File: src/rtl/img_pkg.sv
// Shared types and default geometry for the image output frame scheduler.
package img_pkg;

    typedef enum logic [2:0] {
        StIdle,
        StDelay,
        StActive,
        StHblank,
        StDrain,
        StDone
    } img_state_e;

    localparam int unsigned DefWidth      = 768;
    localparam int unsigned DefHeight     = 512;
    localparam int unsigned DefStartDelay = 100;
    localparam int unsigned DefHblank     = 160;

    // Pixel-pair beats in one frame.
    function automatic int unsigned frame_beats(input int unsigned width,
                                                input int unsigned height);
        return (width / 2) * height;
    endfunction

endpackage

File: src/rtl/img_addr_gen.sv
// Column, line and linear pixel-pair address counters for one frame.
module img_addr_gen
    import img_pkg::*;
#(
    parameter int unsigned WIDTH  = DefWidth,
    parameter int unsigned HEIGHT = DefHeight,
    parameter int unsigned ADDR_W = 18,
    parameter int unsigned LINE_W = 10,
    parameter int unsigned COL_W  = 9
) (
    input  logic              HCLK,
    input  logic              HRESETn,
    input  logic              clr_i,
    input  logic              inc_i,
    output logic [COL_W-1:0]  col_o,
    output logic [LINE_W-1:0] line_o,
    output logic [ADDR_W-1:0] addr_o,
    output logic              col_last_o,
    output logic              frame_last_o
);

    localparam logic [COL_W-1:0]  ColLast  = COL_W'(WIDTH / 2 - 1);
    localparam logic [ADDR_W-1:0] AddrLast = ADDR_W'(frame_beats(WIDTH, HEIGHT) - 1);

    logic [COL_W-1:0]  col_q, col_d;
    logic [LINE_W-1:0] line_q, line_d;
    logic [ADDR_W-1:0] addr_q, addr_d;

    assign col_last_o   = (col_q == ColLast);
    assign frame_last_o = (addr_q == AddrLast);

    always_comb begin
        col_d  = col_q;
        line_d = line_q;
        addr_d = addr_q;
        if (clr_i) begin
            col_d  = '0;
            line_d = '0;
            addr_d = '0;
        end else if (inc_i) begin
            // Wrap to zero after the final beat so the counters rest at 0 between frames.
            if (frame_last_o) begin
                col_d  = '0;
                line_d = '0;
                addr_d = '0;
            end else if (col_last_o) begin
                col_d  = '0;
                line_d = line_q + LINE_W'(1);
                addr_d = addr_q + ADDR_W'(1);
            end else begin
                col_d  = col_q + COL_W'(1);
                addr_d = addr_q + ADDR_W'(1);
            end
        end
    end

    always_ff @(posedge HCLK or negedge HRESETn) begin
        if (!HRESETn) begin
            col_q  <= '0;
            line_q <= '0;
            addr_q <= '0;
        end else begin
            col_q  <= col_d;
            line_q <= line_d;
            addr_q <= addr_d;
        end
    end

    assign col_o  = col_q;
    assign line_o = line_q;
    assign addr_o = addr_q;

endmodule

File: src/rtl/img_frame_sched.sv
// Frame scheduler: paces frame-buffer reads with start delay, line blanking, pause and abort.
module img_frame_sched
    import img_pkg::*;
#(
    parameter int unsigned WIDTH       = DefWidth,
    parameter int unsigned HEIGHT      = DefHeight,
    parameter int unsigned START_DELAY = DefStartDelay,
    parameter int unsigned HBLANK      = DefHblank,
    parameter int unsigned ADDR_W      = 18,
    parameter int unsigned LINE_W      = 10,
    parameter int unsigned COL_W       = 9
) (
    input  logic              HCLK,
    input  logic              HRESETn,
    input  logic              start_i,
    input  logic              pause_i,
    input  logic              abort_i,
    output logic              rd_en_o,
    output logic [ADDR_W-1:0] rd_addr_o,
    output logic              data_write_o,
    output logic [LINE_W-1:0] line_idx_o,
    output logic [COL_W-1:0]  col_idx_o,
    output logic              busy_o,
    output logic              frame_done_o
);

    localparam int unsigned MaxWait = (START_DELAY > HBLANK) ? START_DELAY : HBLANK;
    localparam int unsigned CntW    = (MaxWait > 0) ? $clog2(MaxWait + 1) : 1;
    localparam logic [CntW-1:0] StartCnt  = CntW'(START_DELAY);
    localparam logic [CntW-1:0] HblankCnt = CntW'(HBLANK);

    img_state_e      state_q, state_d;
    logic [CntW-1:0] cnt_q, cnt_d;
    logic            data_write_q, data_write_d;
    logic            rd_en, inc, clr;
    logic            col_last, frame_last;

    img_addr_gen #(
        .WIDTH  (WIDTH),
        .HEIGHT (HEIGHT),
        .ADDR_W (ADDR_W),
        .LINE_W (LINE_W),
        .COL_W  (COL_W)
    ) u_addr_gen (
        .HCLK         (HCLK),
        .HRESETn      (HRESETn),
        .clr_i        (clr),
        .inc_i        (inc),
        .col_o        (col_idx_o),
        .line_o       (line_idx_o),
        .addr_o       (rd_addr_o),
        .col_last_o   (col_last),
        .frame_last_o (frame_last)
    );

    always_comb begin
        state_d = state_q;
        cnt_d   = cnt_q;
        rd_en   = 1'b0;
        inc     = 1'b0;
        clr     = 1'b0;
        unique case (state_q)
            StIdle: begin
                if (start_i && !abort_i) begin
                    clr = 1'b1;
                    if (START_DELAY == 0) begin
                        state_d = StActive;
                    end else begin
                        state_d = StDelay;
                        cnt_d   = StartCnt;
                    end
                end
            end
            StDelay, StHblank: begin
                if (cnt_q == CntW'(1)) begin
                    state_d = StActive;
                end else begin
                    cnt_d = cnt_q - CntW'(1);
                end
            end
            StActive: begin
                if (!pause_i) begin
                    rd_en = 1'b1;
                    inc   = 1'b1;
                    if (frame_last) begin
                        state_d = StDrain;
                    end else if (col_last && HBLANK != 0) begin
                        state_d = StHblank;
                        cnt_d   = HblankCnt;
                    end
                end
            end
            StDrain: state_d = StDone;
            StDone:  state_d = StIdle;
            default: state_d = StIdle;
        endcase
        // Abort wins over everything else once a frame is under way.
        if (abort_i && state_q != StIdle) begin
            state_d = StIdle;
            cnt_d   = '0;
            clr     = 1'b1;
            inc     = 1'b0;
        end
    end

    // Suppress the beat already in flight when a frame is aborted.
    assign data_write_d = rd_en && !abort_i;

    always_ff @(posedge HCLK or negedge HRESETn) begin
        if (!HRESETn) begin
            state_q      <= StIdle;
            cnt_q        <= '0;
            data_write_q <= 1'b0;
        end else begin
            state_q      <= state_d;
            cnt_q        <= cnt_d;
            data_write_q <= data_write_d;
        end
    end

    assign rd_en_o      = rd_en;
    assign data_write_o = data_write_q;
    assign busy_o       = (state_q != StIdle);
    assign frame_done_o = (state_q == StDone);

endmodule

File: config.mk
export PLATFORM = sky130hd
export DESIGN_NAME = img_frame_sched
export DESIGN_NICKNAME = d
export VERILOG_FILES = /design/src/rtl/img_pkg.sv /design/src/rtl/img_addr_gen.sv /design/src/rtl/img_frame_sched.sv
export SDC_FILE = /design/constraint.sdc
export NUM_CORES = 1
export LEC_CHECK = 0
export ABC_AREA = 1
export ABC_CLOCK_PERIOD_IN_PS = 2100
export CAP_MARGIN = 20
export CORE_MARGIN = 2
export CORE_UTILIZATION = 23
export CTS_CLUSTER_DIAMETER = 60
export CTS_CLUSTER_SIZE = 30
export DETAILED_ROUTE_END_ITERATION = 10
export GPL_ROUTABILITY_DRIVEN = 0
export PLACE_DENSITY = 0.38
export SLEW_MARGIN = 10
export SYNTH_ARGS = -nofsm -noshare
export SYNTH_HDL_FRONTEND = slang
export SYNTH_SLANG_ARGS = --single-unit
File: constraint.sdc
create_clock -name HCLK -period 2.1 [get_ports HCLK]
set_clock_uncertainty 0.1 [all_clocks]
set_input_delay 0.42 -clock HCLK [delete_from_list [all_inputs] [get_ports HCLK]]
set_output_delay 0.42 -clock HCLK [all_outputs]
set_load 0.02 [all_outputs]
After elaboration in Yosys (flattened, before gate mapping)
Index checks and enable logic that the tools add are counted.
{"block": "totals", "reg_bits": 49, "in_bits": 5, "out_inout_bits": 41}
{"block": "classes", "addsub": 4, "eq_ne": 15, "muxes": 31, "n_reduce_logical": 13}
{"operator": "2-to-1 mux 18 bit", "n": 3}
{"operator": "2-to-1 mux 8 bit", "n": 6}
{"operator": "2-to-1 mux 10 bit", "n": 4}
{"operator": "2-to-1 mux 9 bit", "n": 4}
{"operator": "case mux 8 bit (3 select lines)", "n": 1}
{"operator": "adder 18 x 1 -> 18 bit, second input constant", "n": 1}
{"operator": "equality test 18 bit, second input constant", "n": 1}
{"operator": "2-to-1 mux 3 bit", "n": 6}
{"operator": "inequality test 3 bit, second input constant", "n": 6}
{"operator": "case mux 3 bit (4 select lines)", "n": 1}
{"operator": "adder 10 x 1 -> 10 bit, second input constant", "n": 1}
{"operator": "adder 9 x 1 -> 9 bit, second input constant", "n": 1}
{"operator": "equality test 9 bit, second input constant", "n": 1}
{"operator": "equality test 8 x 1 -> 1 bit, second input constant", "n": 1}
{"operator": "subtractor 8 x 1 -> 8 bit, second input constant", "n": 1}
{"operator": "equality test 3 x 2 -> 1 bit, second input constant", "n": 2}
{"operator": "equality test 3 bit, second input constant", "n": 2}
{"operator": "2-to-1 mux 1 bit", "n": 6}
{"operator": "AND reduction 6 bit", "n": 1}
{"operator": "nonzero test 3 bit", "n": 2}
{"operator": "inequality test 4 bit, second input constant", "n": 1}
{"operator": "AND reduction 4 bit", "n": 1}
{"operator": "nonzero test 4 bit", "n": 1}
{"operator": "equality test 3 x 1 -> 1 bit, second input constant", "n": 1}
{"operator": "6 further kinds", "n": 8}

Logic depth before layout (Yosys ltp)
Gate-level depths: netlist of run 1.
{"block": "logic_depth", "word_depth": 7, "depth_mapped": 11, "mapped_depth_nobuf": 11}

Modules after synthesis
A second synthesis of run 1 with hierarchy kept.
{"block": "hier_totals", "cells_unflattened": 437, "area_unflattened_um2": 3141.8}
{"module": "img_addr_gen", "n_inst": 1, "cells_each": 311, "area_per_inst_um2": 2289.7, "seq_area_each_um2": 925.9}
{"module": "img_frame_sched", "n_inst": 1, "cells_each": 126, "area_per_inst_um2": 852.1, "seq_area_each_um2": 300.3}

Worst setup path before layout of run 1
OpenSTA, ideal clock, no wires.
{"block": "synth_path", "path_type": "flip-flop to flip-flop", "from": "register u_addr_gen.addr_q[0], in the netlist u_addr_gen.addr_o[0]", "to": "register u_addr_gen.line_q[0], in the netlist u_addr_gen.line_o[0]", "t_arrival_ns": 1.603, "path_slack_ns": 0.270, "stages_incl_launch_ff": 12, "n_path_buf": 1, "cell_sequence": "dfrtp_1 ha_1 nand2_1 nor2_2 nand2_1 inv_1 nand3_1 nand2_1 nand2_2 buf_4 nand2_1 o21ai_0"}
{"block": "synth_via", "elab_chain_len": 4, "elab_cells_between_ends": 6, "classes_between": "eq/ne (1); mux (3); reduce/logical (2)"}
{"element": "from (decl)", "line": "img_addr_gen.sv:27", "text": "logic [ADDR_W-1:0] addr_q, addr_d;"}
{"element": "from (signal assigned)", "line": "img_addr_gen.sv:65", "text": "addr_q <= addr_d;"}
{"element": "equality test 18 bit *", "line": "img_addr_gen.sv:30", "text": "assign frame_last_o = (addr_q == AddrLast);"}
{"element": "2-to-1 mux 10 bit", "line": "img_addr_gen.sv:42", "text": "if (frame_last_o) begin"}
{"element": "2-to-1 mux 10 bit", "line": "img_addr_gen.sv:40", "text": "end else if (inc_i) begin"}
{"element": "2-to-1 mux 10 bit", "line": "img_addr_gen.sv:36", "text": "if (clr_i) begin"}
{"element": "to (signal assigned)", "line": "img_addr_gen.sv:64", "text": "line_q <= line_d;"}
{"element": "to (decl)", "line": "img_addr_gen.sv:26", "text": "logic [LINE_W-1:0] line_q, line_d;"}
Every way passes the cells marked *; elsewhere a longest branch is shown, timed or not. The select of a mux whose other input is x is not followed.
A chain may end at the register's enable or synchronous reset.

Final worst setup path of run 1
{"block": "layout_path", "from": "input pause_i", "to": "output rd_en_o"}
{"block": "layout_via", "elab_chain_len": 2}
{"element": "from (decl)", "line": "img_frame_sched.sv:16", "text": "input logic pause_i,"}
{"element": "2-to-1 mux 1 bit", "line": "img_frame_sched.sv:82", "text": "if (!pause_i) begin"}
{"element": "2-to-1 mux 1 bit", "line": "img_frame_sched.sv:62", "text": "unique case (state_q)"}
{"element": "to (decl)", "line": "img_frame_sched.sv:18", "text": "output logic rd_en_o,"}
No other way between the ends.

==> impl_results.md, run 1 <==
- Status: finished clean
- Number of buffers on the longest clock path: 2
- Clk Latency, worst-skew pair: 290 ps
- Netlist area before placement: 2990 sq um
- Synth top area share: 0.410
- Post-route DRC violation count: 0
- Post-detailed-route via-to-cell ratio: 4.22
- Sum of routed wire length over all layers: about 8.3 mm
- Longest individual stage delay on the worst path: 500 ps
- Crit-path max FO: 2
- Total negative slack for setup checks: 0 ps
- Syn_nets: 421
- Via count of the first global-routing pass: 2726
- Number of fill cells: 1389
- Achievable frequency: approximately 510 MHz
- Library cell with the highest instance count after synthesis: sky130_fd_sc_hd__nand2_1
- Number of CTS-inserted buffers: 5
- Height of the die: 118 um
- Max rail drop VDD: roughly 0.00033 V
- Period minus WS final: a little under 2000 ps
- Reg2reg setup slack: approximately 220 ps
- Total die area: 13900 sq um
- Effective utilization at floorplan: 0.236
- Required time of the critical path: between 1500 and 2000 ps
- Cell row count: 41
- Largest net degree at the start of global routing: 33
- Remaining Overflow, GRT: 0
- Synth async-reset ratio: 1.00
- Number of port buffers: 45
- Number of sinks on the clock net: 49
- Count of flip-flops with a built-in enable after synthesis: 0
- Post-detail-place hpwl: 6.10 mm
- I/O pin cnt: 46
- Total number of vias: around 2800
- Most used routing layer in global routing: met2
- Count of final setup violators: 0
- Fraction of layout cells with a size suffix above 1: 0.143
- Core box area: 12700 sq um
- Total count of max-transition violations in the final report: 0
- Rel. slew slack: 0.676
- Number of H-tree branching levels: 2
- Number of register bits inferred by synthesis: between 40 and 50
- Die outline width: around 120 um
- Number of antenna cells inserted: 0
- Post-synth cell types: 29
- Detailed Route Iter0 Violations: ~140
- CP max stage cell: sky130_fd_sc_hd__clkdlybuf4s50_1
- Wire length of the first global-routing pass: about 14 mm
- Final worst path period share: 0.937
- Post-synthesis average cell area: roughly 7.3 sq um
- Ranking of synthesized cells by area: sky130_fd_sc_hd__dfrtp_1 41%, sky130_fd_sc_hd__nand2_1 14%, sky130_fd_sc_hd__nor2_1 6.9%
- Final core occ: 0.320
- TritonCTS clock tree: yes
- Number of instances in the placed design: 650
- Non-filler instance count after layout: ~660
- Power per standard cell area: 1030 nW/um^2
- Design Area, Final: slightly above 4000 sq um
- CP cell instances: clkdlybuf4s50_1, nor2_4, dlygate4sd2_1
- Most area-hungry cell type in the Yosys netlist: sky130_fd_sc_hd__dfrtp_1
- Total placed instance area: between 3000 and 4000 sq um
- Top cells by count, synth: 114 x sky130_fd_sc_hd__nand2_1, 55 x sky130_fd_sc_hd__nor2_1, 49 x sky130_fd_sc_hd__dfrtp_1
- Classification of the worst-slack hold path: register to register
- Met1 track demand over resource in global routing: 0.165
- Post-DR wirelength/cell: 12.6 um
- Clk slew on worst S/H paths: ~70 ps
- Met2 global-route usage: 0.198
- CP top delay family: buffers and inverters
- Antenna violations before repair: 0
- Fin nets: 499
- Static Leakage: about 0.0018 uW
- Cell count after synthesis: between 400 and 500
- Portion of the post-synthesis area used by sequential elements: 0.410
- RSZ-0062 raised after global routing: no
- Syn. warnings: 0
- Initial DRT Pass Iterations: 4
- Met3 track utilization from global routing: 0.0252
- Type of element capturing the critical path: output port
- Primary flip-flop cell chosen by synthesis mapping: sky130_fd_sc_hd__dfrtp_1
- Final hold violation count: 0
- Arrival time worst endpoint: 1450 ps
- Synthesis-to-layout area growth: 35.6%
- Maxcap violations: 0
- Nature of the critical path startpoint: primary input
- Post-layout total power: between 4000 and 5000 uW
- Class of the most critical setup path: primary input to output port
- Worst Tran Pin Value: 486 ps
- Buffer and inverter count on the worst path: 2
- Aggregate global-route resource usage: 0.122
- Cell at the root of the clock tree: sky130_fd_sc_hd__clkbuf_16
- Detail Route Antenna Nets: 0
==> placed cells by master, fill, tap and decap left out <==
cell | synthesis | final
sky130_fd_sc_hd__o21ai_0 | 18 | 18
sky130_fd_sc_hd__inv_1 | 45 | 44
sky130_fd_sc_hd__nand3_4 | 1 | 2
sky130_fd_sc_hd__inv_2 | 5 | 6
sky130_fd_sc_hd__o21bai_1 | 2 | 2
sky130_fd_sc_hd__nand3_1 | 25 | 25
sky130_fd_sc_hd__clkdlybuf4s50_1 | 0 | 41
sky130_fd_sc_hd__dlygate4sd3_1 | 0 | 1
sky130_fd_sc_hd__xor2_1 | 13 | 13
sky130_fd_sc_hd__nand3b_1 | 1 | 1
sky130_fd_sc_hd__nor2_2 | 3 | 5
sky130_fd_sc_hd__buf_12 | 0 | 2
sky130_fd_sc_hd__nor2_1 | 55 | 53
sky130_fd_sc_hd__clkbuf_1 | 0 | 1
sky130_fd_sc_hd__a21oi_2 | 1 | 1
sky130_fd_sc_hd__nand2_2 | 11 | 11
sky130_fd_sc_hd__a31oi_1 | 1 | 1
sky130_fd_sc_hd__nand3_2 | 2 | 2
sky130_fd_sc_hd__a21oi_1 | 10 | 10
sky130_fd_sc_hd__o22ai_1 | 2 | 2
sky130_fd_sc_hd__bufinv_16 | 0 | 1
sky130_fd_sc_hd__o21ai_1 | 12 | 12
sky130_fd_sc_hd__nand4_1 | 13 | 13
sky130_fd_sc_hd__buf_6 | 2 | 1
sky130_fd_sc_hd__clkbuf_16 | 0 | 5
sky130_fd_sc_hd__ha_2 | 0 | 1
sky130_fd_sc_hd__nand2_8 | 1 | 1
sky130_fd_sc_hd__ha_1 | 5 | 4
sky130_fd_sc_hd__xnor2_1 | 3 | 3
sky130_fd_sc_hd__dfrtp_1 | 49 | 49
sky130_fd_sc_hd__nand2_1 | 114 | 114
sky130_fd_sc_hd__nor2_4 | 2 | 2
sky130_fd_sc_hd__buf_4 | 2 | 28
sky130_fd_sc_hd__dlygate4sd2_1 | 0 | 3
sky130_fd_sc_hd__clkbuf_8 | 0 | 1
sky130_fd_sc_hd__buf_2 | 2 | 1
sky130_fd_sc_hd__nor3_1 | 10 | 10
==> through the flow <==
stage	hold WS [ps]	worst slack, ps
final	394	132
after CTS	395	110
after global placement	306	-164
after detailed placement	307	-152
after global routing	450	5.78
after floorplan	24.4	270
==> worst min-delay path, cell delays in order (launching register included) <==
cell,delay [ps]
sky130_fd_sc_hd__dfrtp_1,350
sky130_fd_sc_hd__nand2_1,50
sky130_fd_sc_hd__o21ai_1,60
==> power by group <==
part	switching [uW]	internal [uW]
combinational	1180	804
clock	370	596
sequential	139	1080
==> flip-flops by register name (all words and copies together) (netlist names) <==
signal	cells
u_addr_gen.addr_o	18
u_addr_gen.line_o	10
u_addr_gen.col_o	9
cnt_q	8
state_q	3
data_write_o	1
==> metal layers <==
layer / up-vias / share of wire
met5: - / 0
met4: 0 / 0.0081
met3: 4 / 0.028
met2: 37 / 0.47
met1: 1282 / 0.49
li1: 1472 / -
==> final timing paths <==
| check | startpoint | endpoint | cells past startpoint |
|---|---|---|---|
| setup / recovery | pause_i | rd_en_o | 3 |
| hold / removal | cnt_q[1]$_DFFE_PN0P_ | cnt_q[1]$_DFFE_PN0P_ | 2 |
| setup reg to reg | u_addr_gen.col_o[1]$_DFFE_PN0P_ | cnt_q[6]$_DFFE_PN0P_ | 10 |
| hold reg to reg | cnt_q[1]$_DFFE_PN0P_ | cnt_q[1]$_DFFE_PN0P_ | 2 |
| max in group asynchronous | HRESETn | u_addr_gen.addr_o[6]$_DFFE_PN0P_ | 3 |
| min in group asynchronous | HRESETn | u_addr_gen.col_o[4]$_DFFE_PN0P_ | 2 |
==> cell type report <==
cell class	count	area, sq um	share of cell area
flip-flops and latches	49	1230	0.303
clock inverters	1	30.0	0.00741
well taps	172	215	0.0531
multi-input cells	306	1540	0.379
inverters	50	188	0.0463
repair buffers	77	713	0.176
clock buffers	7	143	0.0352
==> what timing repair did <==
item                       CTS  global route
setup buffers                0             2
hold endpoints to repair    17             0
cloned                       0             1
resized for setup            3             6
setup endpoints to repair    3            17
pin swaps                    0             2
hold buffers                 1             0
==> logic make-up (layout without fill, tap and decap cells) <==
kind of cell               after synthesis  count (layout)  synth area share
and+or+nand+nor                        238             239             0.357
buffers and inverters                   57             135            0.0837
DFF                                     49              49             0.410
AOI/OAI and AO/OA                       46              46            0.0812
xor gates and xnor gates                16              16            0.0469
adders and majority gates                5               5            0.0209
Note: power is estimated with default switching activity, not from simulation.
==> inputs of run 2 (changes only) <==
--- a/config.mk
+++ b/config.mk
@@ -13,7 +13,7 @@
 export CTS_CLUSTER_DIAMETER = 60
 export CTS_CLUSTER_SIZE = 30
 export DETAILED_ROUTE_END_ITERATION = 10
-export GPL_ROUTABILITY_DRIVEN = 0
+export GPL_ROUTABILITY_DRIVEN = 1
 export PLACE_DENSITY = 0.38
 export SLEW_MARGIN = 10
 export SYNTH_ARGS = -nofsm -noshare
==> results of run 2 <==
Final layout, timing and power as in run 1 (identical DEF).
